**config.mk**
```make
export PLATFORM = sky130hd
export DESIGN_NAME = game_sound_sequencer
export DESIGN_NICKNAME = d
export VERILOG_FILES = /design/src/rtl/game_sound_sequencer.sv
export SDC_FILE = /design/constraint.sdc
export NUM_CORES = 1
export LEC_CHECK = 0
export ABC_AREA = 1
export CELL_PAD_IN_SITES_DETAIL_PLACEMENT = 0
export CELL_PAD_IN_SITES_GLOBAL_PLACEMENT = 2
export CORE_MARGIN = 5
export CORE_UTILIZATION = 36
export CTS_CLUSTER_SIZE = 24
export DETAILED_ROUTE_END_ITERATION = 8
export PLACE_DENSITY_LB_ADDON = 0.1
export SLEW_MARGIN = 30
export SYNTH_ARGS = -nofsm -noshare
export SYNTH_HDL_FRONTEND = slang
export SYNTH_SLANG_ARGS = --single-unit
```
**constraint.sdc**
```tcl
create_clock -name clk -period 5.2 [get_ports clk]
set_clock_uncertainty 0.15 [all_clocks]
set_input_delay 1.04 -clock clk [delete_from_list [all_inputs] [get_ports clk]]
set_output_delay 1.04 -clock clk [all_outputs]
set_load 0.05 [all_outputs]
```
**src/rtl/game_sound_sequencer.sv**
```systemverilog
// Turns one-cycle game event pulses into timed tone sequences for the tone generator.
// Define SOUND_PREEMPT_EN to let a higher-priority event abort the melody in progress.
module game_sound_sequencer #(
    parameter int NOTE_CYCLES = 2500000,
    parameter int GAP_CYCLES  = 500000
) (
    input  logic       clk,
    input  logic       reset,
    input  logic       winPulse,
    input  logic       losePulse,
    input  logic       scoredPulse,
    input  logic       collisionPulse,
    input  logic       mute,
    output logic       sound_enable,
    output logic [3:0] tone_index,
    output logic       busy,
    output logic       sound_done,
    output logic [3:0] pending
);

    localparam int MAX_CYCLES = (NOTE_CYCLES > GAP_CYCLES) ? NOTE_CYCLES : GAP_CYCLES;
    localparam int CW = $clog2(MAX_CYCLES + 1);
    localparam logic [CW-1:0] NOTE_LAST = CW'(NOTE_CYCLES - 1);
    localparam logic [CW-1:0] GAP_LAST  = CW'(GAP_CYCLES - 1);

    typedef enum logic [1:0] {IDLE, LOAD, PLAY, GAP} state_t;

    state_t        state;
    logic [CW-1:0] count;
    logic [1:0]    event_sel;
    logic [1:0]    note_ptr;
    logic [1:0]    selected;
    logic [3:0]    event_pulses;
    logic [3:0]    clear_mask;
    logic          preempt;

    // Event index doubles as priority: 3 = lose (highest) down to 0 = collision.
    function automatic logic [1:0] top_event(input logic [3:0] p);
        if (p[3])      return 2'd3;
        else if (p[2]) return 2'd2;
        else if (p[1]) return 2'd1;
        else           return 2'd0;
    endfunction

    function automatic logic [3:0] note_tone(input logic [1:0] ev, input logic [1:0] ptr);
        case (ev)
            2'd3: begin
                case (ptr)
                    2'd0:    return 4'd8;
                    2'd1:    return 4'd5;
                    2'd2:    return 4'd3;
                    default: return 4'd1;
                endcase
            end
            2'd2: begin
                case (ptr)
                    2'd0:    return 4'd1;
                    2'd1:    return 4'd3;
                    2'd2:    return 4'd5;
                    default: return 4'd8;
                endcase
            end
            2'd1:    return (ptr == 2'd0) ? 4'd5 : 4'd8;
            default: return 4'd10;
        endcase
    endfunction

    function automatic logic [1:0] last_note(input logic [1:0] ev);
        case (ev)
            2'd3, 2'd2: return 2'd3;
            2'd1:       return 2'd1;
            default:    return 2'd0;
        endcase
    endfunction

    assign event_pulses = {losePulse, winPulse, scoredPulse, collisionPulse};
    assign selected     = top_event(pending);

    always_comb begin
        clear_mask = 4'b0000;
        if (state == LOAD) clear_mask[selected] = 1'b1;
    end

`ifdef SOUND_PREEMPT_EN
    logic [3:0] higher;

    always_comb begin
        case (event_sel)
            2'd0:    higher = 4'b1110;
            2'd1:    higher = 4'b1100;
            2'd2:    higher = 4'b1000;
            default: higher = 4'b0000;
        endcase
    end

    assign preempt = ((state == PLAY) || (state == GAP)) && (|(pending & higher));
`else
    assign preempt = 1'b0;
`endif

    // Outputs are computed alongside the next state so they are all registered.
    always_ff @(posedge clk or posedge reset) begin
        if (reset) begin
            state        <= IDLE;
            count        <= '0;
            event_sel    <= 2'd0;
            note_ptr     <= 2'd0;
            pending      <= 4'b0000;
            sound_enable <= 1'b0;
            tone_index   <= 4'd0;
            busy         <= 1'b0;
            sound_done   <= 1'b0;
        end else begin
            // A pulse landing in the LOAD cycle survives the clear, so that melody replays.
            pending    <= (pending & ~clear_mask) | event_pulses;
            sound_done <= 1'b0;
            case (state)
                IDLE: begin
                    sound_enable <= 1'b0;
                    tone_index   <= 4'd0;
                    busy         <= |pending;
                    if (|pending) state <= LOAD;
                end
                LOAD: begin
                    event_sel    <= selected;
                    note_ptr     <= 2'd0;
                    count        <= '0;
                    sound_enable <= !mute;
                    tone_index   <= note_tone(selected, 2'd0);
                    busy         <= 1'b1;
                    state        <= PLAY;
                end
                PLAY: begin
                    if (preempt) begin
                        state        <= LOAD;
                        count        <= '0;
                        sound_enable <= 1'b0;
                        tone_index   <= 4'd0;
                    end else if (count == NOTE_LAST) begin
                        state        <= GAP;
                        count        <= '0;
                        sound_enable <= 1'b0;
                        tone_index   <= 4'd0;
                    end else begin
                        count        <= count + CW'(1);
                        sound_enable <= !mute;
                    end
                end
                GAP: begin
                    if (preempt) begin
                        state        <= LOAD;
                        count        <= '0;
                        sound_enable <= 1'b0;
                        tone_index   <= 4'd0;
                    end else if (count == GAP_LAST) begin
                        count <= '0;
                        if (note_ptr == last_note(event_sel)) begin
                            state      <= IDLE;
                            busy       <= 1'b0;
                            sound_done <= 1'b1;
                        end else begin
                            note_ptr     <= note_ptr + 2'd1;
                            state        <= PLAY;
                            sound_enable <= !mute;
                            tone_index   <= note_tone(event_sel, note_ptr + 2'd1);
                        end
                    end else begin
                        count <= count + CW'(1);
                    end
                end
                default: state <= IDLE;
            endcase
        end
    end

endmodule

```
# Word level (Yosys, flattened, before mapping)
# Cells that the tools add are included.
[word_totals]
reg_bits = 39
input_bits = 7
out_inout_bits = 11
wordCells = 88
[classes]
addsub = 2
magnitude_cmp = 2
eq_ne = 19
muxes = 39
bitwise_logic = 3
reduce_logical = 14
[ops]
columns = ["op", "n"]
rows = [
  ["$pmux 22 s3", 1],
  ["$pmux 4 s3", 4],
  ["$mux 22", 2],
  ["$add 22x1->22 const B", 1],
  ["$eq 22x19->1 const B", 1],
  ["$eq 22x22->1 const B", 1],
  ["$mux 2", 10],
  ["$mux 4", 5],
  ["$pmux 4 s4", 1],
  ["$eq 2x2->1 const B", 7],
  ["$reduce_and 3->1", 4],
  ["$mux 1", 10],
  ["$ne 2x2->1 const B", 5],
  ["$eq 2x1->1 const B", 4],
  ["$pmux 2 s2", 2],
  ["$pmux 2 s4", 1],
  ["$reduce_bool 3->1", 2],
  ["$and 4x4->4", 1],
  ["$logic_not 2->1", 2],
  ["$not 4->4", 1],
  ["$or 4x4->4", 1],
  ["$pmux 1 s4", 1],
  ["$reduce_or 4->1", 1],
  ["$lt 2x3->1 const B", 1],
  ["10 further kinds", 10],
]

# Logic depth before layout (Yosys ltp)
# Gate-level depths: netlist of run 1.
[logic_depth]
depth_word = 11
ltp_mapped = 10
mapped_depth_nobuf = 10

# Least setup slack after synthesis of run 1
# No wires, ideal clock.
[synth_timing]
path_type = "flip-flop to flip-flop"
from = "register pending[2]"
to = "register tone_index[3]"
setup_ns = 0.066
arrival_time_ns = 1.702
required_time_ns = 4.984
path_slack_ns = 3.282
stages_incl_launch_ff = 8
path_buffers = 0
synth_period_minus_slack_ns = 1.918
path_cell_list = "dfrtp_1 -> inv_1 -> a21oi_1 -> ha_1 -> or2_0 -> nand2_1 -> nand4_1 -> nand2_1"
[synth_via]
elab_chain_cells = 5
word_cells_on_any_way = 7
classes_between = "eq/ne: 3; mux: 4"
[synth_rtl]
columns = ["item", "line_no", "text"]
rows = [
  ["from (decl)", "18", "output logic [3:0] pending"],
  ["from (signal assigned)", "115", "pending <= (pending & ~clear_mask) | event_pulses;"],
  ["$mux 2 *", "40", "else if (p[2]) return 2'd2;"],
  ["$mux 2 *", "39", "if (p[3]) return 2'd3;"],
  ["$eq 2x1->1 / $eq 2x2->1 (equally long branches)", "46", "case (ev)"],
  ["$pmux 4 s3 *", "46", ""],
  ["$pmux 4 s4 *", "117", "case (state)"],
  ["to (signal assigned)", "129", "tone_index <= note_tone(selected, 2'd0);"],
  ["to (signal assigned)", "165", "tone_index <= note_tone(event_sel, note_ptr + 2'd1);"],
  ["to (decl)", "15", "output logic [3:0] tone_index,"],
]
# Every way passes the cells marked *; elsewhere a longest branch is shown, timed or not.
# A chain may end at the register's enable or synchronous reset.

# Final worst setup path of run 1
[layout_timing]
from = "register pending[1]"
to = "output port pending[1]"
# No word-level cell between the ends.

==> flow_summary.ini, run 1 <==
[run_status]
status = finished, final reports clean

[sta]
worst_pin_slew_ns = 0.527
hold_viol = 0
min_period_ns = 2.71
rsz0062_at_grt = false
setup_violations = 0
finalSetupTns_ns = 0
fmax_mhz = 369
setup_ws_ns = 2.49
slew_headroom_pct = 64.8
fin_crit_sh_pct = 52.2
drv_slew = 0

[yosys]
ys_ff_latch = 39
synthTopCellsByCount = nand2_1 (134), nor2_1 (51), dfrtp_1 (39)
postSynthAreaPerCell_um2 = 6.87
syn_nets = 406
synth_edf_count = 0
synth_flop_cell = dfrtp_1
synth_cells = 387
synth_area_mm2 = 0.00266
yosysMostFrequentCell = nand2_1
synth_top_cell_by_area = dfrtp_1
synthDistinctLibCells = 30
synth_top_area_share_pct = 36.7
async_flop_share_pct = 100
synth_warnings = 0
yosysSeqAreaShare_pct = 36.7
synth.area.top_cells = dfrtp_1 (37%), nand2_1 (19%), nor2_1 (7.2%), nand3_1 (5.8%), ha_1 (5.6%)

[clocking]
htree_num_levels = 2
numCtsBuffers = 5
clk_pin_slew_ns = 0.09
clock_path_buffers = 2
insertion_delay_ns = 0.30
post-cts-setup-buffer-count = 0
clock-root-buffer = clkbuf_8
cts_resized = 0
cts_tree = built
clock-sinks = 39
cts-hold-fix-buffers = 0

[finish]
num-nets-final = 423
postLayoutCoreUtil_pct = 42.0
antennaDiodeCount = 0
fill_cells = 786
drive_above_1_share_pct = 6.67
synthToLayoutAreaGrowth_pct = 13.8
final_area_mm2 = 0.00303

[floorplanning]
die_area_mm2 = 0.00921
fp.dieH_um = 96.0
initial_core_util_pct = 36.9
rows = 31
pin_count = 18
die_w_um = 96.0
core_mm2 = 0.00721

[grt]
grt_pass1_wl_mm = 12.0
grt_use_total_pct = 17.0
antenna_found_initial = 0
first_global_vias = 2361
grt_max_degree = 40
overflow = 0

[drt]
drc_errors = 0
drt-vias-per-instance = 4.68
avgRoutedWirePerCell_um = 13.7
routed_wl_mm = 6.91
drt_iter0_markers = 132
wl_met2_mm = 2.85
dr.pass1.iters = 4
wl_met3_um = 279
wl_met1_mm = 3.68
ant_nets = 0
num_vias = 2357
top_layer = met4

[setup_path]
worst_path_max_delay_cell = clkdlybuf4s50_1
r2r_cells = 8
crit_family = buffers and inverters
crit_chain = clkdlybuf4s50_1
endpoint = pending[1]
cp-startpoint = pending[1]$_DFF_PP0_
rr_endpoint = count[14]$_DFFE_PP0P_
start_kind = flop
max_stage_delay_ns = 0.82
crit_path_max_fanout = 4
required_ns = 4.01
crit_path_end_kind = output pin
worstSetupPathType = reg -> out
crit_buf_inv = 1
crit_cells = 1
reg2reg_slack_ns = 3.04
reg2reg_from = count[0]$_DFFE_PP0P_
worstPathArrival_ns = 1.52

[worst_hold_path]
hp-class = reg -> reg
hp-start = tone_index[0]$_DFFE_PP0P_

[power]
power_mw = 1.11
powerDensity_mw_per_mm2 = 367
leakage_nw = 1.40
ir_drop_uv = 181

[placed_design]
post-place-ws_ns = 2.82
numPortBuffers = 17
gp_congestion = 0.799
postPlaceCellArea_mm2 = 0.00291
hpwl_mm = 5.09

[run]
cap_violations = 0
## worst min-delay path by stage
stage,endpoint,slack (ns),depth (start not counted)
after global routing,tone_index[3]$_DFFE_PP0P_,0.34,2
after CTS,tone_index[0]$_DFFE_PP0P_,0.33,2
final,tone_index[0]$_DFFE_PP0P_,0.32,2
after detailed placement,tone_index[0]$_DFFE_PP0P_,0.31,2
after global placement,tone_index[0]$_DFFE_PP0P_,0.30,2
after floorplan,count[1]$_DFFE_PP0P_,0.33,2
## report_power, final
| part | switching [mW] | total [mW] | internal (mW) | leakage, nW |
|---|---|---|---|---|
| combinational | 0.285 | 0.425 | 0.140 | 0.852 |
| sequential | 0.0672 | 0.425 | 0.358 | 0.486 |
| clock | 0.119 | 0.262 | 0.143 | 0.0581 |
| total | 0.471 | 1.11 | 0.641 | 1.40 |
## state kept, by name, summed over array words and instances, names as in the netlist
| register | count |
|---|---|
| count | 22 |
| pending | 4 |
| tone_index | 4 |
| event_sel | 2 |
| note_ptr | 2 |
| state | 2 |
| busy | 1 |
| sound_done | 1 |
| sound_enable | 1 |
## logic make-up after synthesis
logic type | after synthesis | share of synthesized area [%]
xor gates and xnor gates | 13 | 4.28
DFF | 39 | 36.7
AOI/OAI and AO/OA | 27 | 5.88
and+or+nand+nor | 243 | 39.2
adders and majority gates | 12 | 5.64
buffers and inverters | 53 | 8.28
## final cells by class
class	instances	area [um^2]	area share, %
multi-input cells	295	1460	48.4
flip-flops and latches	39	976	32.2
repair buffers	19	185	6.12
inverters	44	165	5.46
well taps	99	124	4.09
clock buffers	5	68.8	2.27
clock inverters	3	43.8	1.45
## cell usage in the layout, fill, tap and decap left out, types with 11 or more instances in the layout
cell             netlist  final
xor2_1                13     13
dfrtp_1               39     39
inv_1                 36     36
nand4_1               11     11
nand2_1              134    134
nand3_1               31     31
ha_1                  12     12
o21ai_1               11     11
clkdlybuf4s50_1        0     17
nor2_1                51     51
## per-stage QoR
step / hold WS [ns] / cells
after detailed placement: 0.309 / 496
after floorplan: 0.325 / 387
final: 0.323 / 504
after global placement: 0.304 / 496
after global routing: 0.345 / 504
after CTS: 0.330 / 504
## layer usage
layer | vias to the layer above | track usage [%]
li1 | 1248 | -
met1 | 1058 | 25.6
met4 | 0 | 4.50
met3 | 9 | 3.36
met2 | 42 | 24.4
met5 | - | 0
(Power assumes the default switching activity.)
==> run 2, diff against run 1 <==
--- a/config.mk
+++ b/config.mk
@@ -9,7 +9,7 @@
 export CELL_PAD_IN_SITES_DETAIL_PLACEMENT = 0
 export CELL_PAD_IN_SITES_GLOBAL_PLACEMENT = 2
 export CORE_MARGIN = 5
-export CORE_UTILIZATION = 36
+export CORE_UTILIZATION = 30
 export CTS_CLUSTER_SIZE = 24
 export DETAILED_ROUTE_END_ITERATION = 8
 export PLACE_DENSITY_LB_ADDON = 0.1
==> constraint.sdc (replaced) <==
create_clock -name clk -period 2.3 [get_ports clk]
set_clock_uncertainty 0.15 [all_clocks]
set_input_delay 0.46 -clock clk [delete_from_list [all_inputs] [get_ports clk]]
set_output_delay 0.46 -clock clk [all_outputs]
set_load 0.05 [all_outputs]
==> run 2 against run 1 <==
  * Worst setup slack worse by 2.3 ns
  * Register-to-register slack worse by 2.7 ns
  * Design area is 2.3% higher
  * Core utilization is 6.3 points lower
  * Clock power is 130% higher
  * Sequential share of layout area is 0.72 points lower
  * Cell count is 3.0% higher
  * Non-clock buffer count is 6 higher
  * Critical path depth stayed put
  * Critical path type unchanged
  * Largest power group is now combinational cells
==> flow_summary.ini, run 2 (synthesis results as in run 1) <==
[power]
ir_drop_uv = 328
powerDensity_mw_per_mm2 = 830
switching_share_pct = 42.5
p_comb_share_pct = 39.7
leakage_nw = 1.43
switching_power_mw = 1.09
internal_power_mw = 1.48
p_seq_share_pct = 36.8
clkPwrFrac_pct = 23.5

[grt]
first_global_vias = 2347
grt_pass1_wl_mm = 12.6
met1_usage_pct = 22.5
busiest_layer = met1
grt_max_degree = 40
use_met3_pct = 2.79
use_met2_pct = 19.7
grt_use_total_pct = 14.2
overflow = 0
antenna_found_initial = 0

[finish]
largest-register = count
top_regs = count (22), pending (4), tone_index (4)
drive_above_1_share_pct = 8.03
num-nets-final = 429
postLayoutCoreUtil_pct = 35.7
layout_commonest_cell = nand2_1
antennaDiodeCount = 0
final_cell_mix = nand2_1 (134), nor2_1 (51), dfrtp_1 (39)
largest_reg_flops = 22
synthToLayoutAreaGrowth_pct = 16.4
finalNonFillerCells = 519

[clocking]
htree_num_levels = 2
clk_pin_slew_ns = 0.09
clock_path_buffers = 2
cts_resized = 0
insertion_delay_ns = 0.30
clock-root-buffer = clkbuf_8
numCtsBuffers = 5
clock-sinks = 39
cts-hold-fix-buffers = 0
post-cts-setup-buffer-count = 0
cts_tree = built

[sta]
setup_violations = 0
worst_pin_slew_ns = 0.500
fin_crit_sh_pct = 93.3
setup_ws_ns = 0.155
drv_slew = 0
slew_headroom_pct = 66.5
min_period_ns = 2.15
whs_ns = 0.328
finalSetupTns_ns = 0
rsz0062_at_grt = false
fmax_mhz = 466
hold_viol = 0

[setup_path]
crit_path_end_kind = output pin
start_kind = flop
required_ns = 1.69
crit_path_max_fanout = 4
crit_buf_inv = 1
reg2reg_slack_ns = 0.36
max_stage_delay_ns = 0.83
crit_family = buffers and inverters
worst_path_max_delay_cell = clkdlybuf4s50_1
worstSetupPathType = reg -> out
crit_chain = clkdlybuf4s50_1
worstPathArrival_ns = 1.54

[drt]
dr.pass1.iters = 4
routed_wl_mm = 7.41
num_vias = 2404
drc_errors = 0
avgRoutedWirePerCell_um = 14.3
drt_iter0_markers = 94
ant_nets = 0
drt-vias-per-instance = 4.63

[run_status]
status = finished, final reports clean

[placed_design]
post-place-ws_ns = 0.354
gp_congestion = 0.808
dp.cells = 511
numPortBuffers = 17
hpwl_mm = 5.51

[worst_hold_path]
hp-class = reg -> reg

[floorplanning]
die_area_mm2 = 0.0109
rows = 34
die_w_um = 104
fp.dieH_um = 104
core_mm2 = 0.00868
initial_core_util_pct = 30.7
pin_count = 18

[run]
cap_violations = 0
==> run 2: routing by layer <==
layer / part of all wire [%] / routed length, um / vias to the layer above
met5: 0 / 0 / -
met4: 0.90 / 67 / 0
met3: 4.3 / 315 / 6
met2: 40 / 2930 / 40
met1: 55 / 4090 / 1096
li1: - / - / 1262
==> run 2: final cells by class <==
type | count | area, um^2
fill | 979 | 5580
multi-input combinational | 295 | 1460
sequential | 39 | 976
timing repair buffer | 25 | 243
inverter | 44 | 165
tap | 108 | 135
clock buffer | 5 | 68.8
clock inverter | 3 | 43.8
==> run 2: power by group through the flow <==
stage	Sequential (mW)	Clock (mW)	Combinational, mW
final	0.944	0.603	1.02
after global routing	0.967	0.653	1.17
after CTS	0.945	0.627	1.03
after detailed placement	0.958	0	1.02
after global placement	0.960	0	1.03
after floorplan	1.05	0	0.651
==> run 2: final timing paths <==
path	cells past startpoint	to	startpoint
max in group asynchronous	3	note_ptr[1]$_DFFE_PP0P_	reset
worst max register to register	8	count[0]$_DFFE_PP0P_	count[12]$_DFFE_PP0P_
worst min-delay path	2	tone_index[3]$_DFFE_PP0P_	tone_index[3]$_DFFE_PP0P_
worst max-delay path	1	pending[1]	pending[1]$_DFF_PP0_
worst min register to register	2	tone_index[3]$_DFFE_PP0P_	tone_index[3]$_DFFE_PP0P_
min in group asynchronous	3	count[3]$_DFFE_PP0P_	reset
==> run 2: per-stage QoR <==
step	cell area [um^2]	total power [mW]
floorplan	2660	1.70
global placement	2980	1.99
detailed placement	2980	1.98
CTS	3100	2.60
global route	3100	2.79
finish	3100	2.57
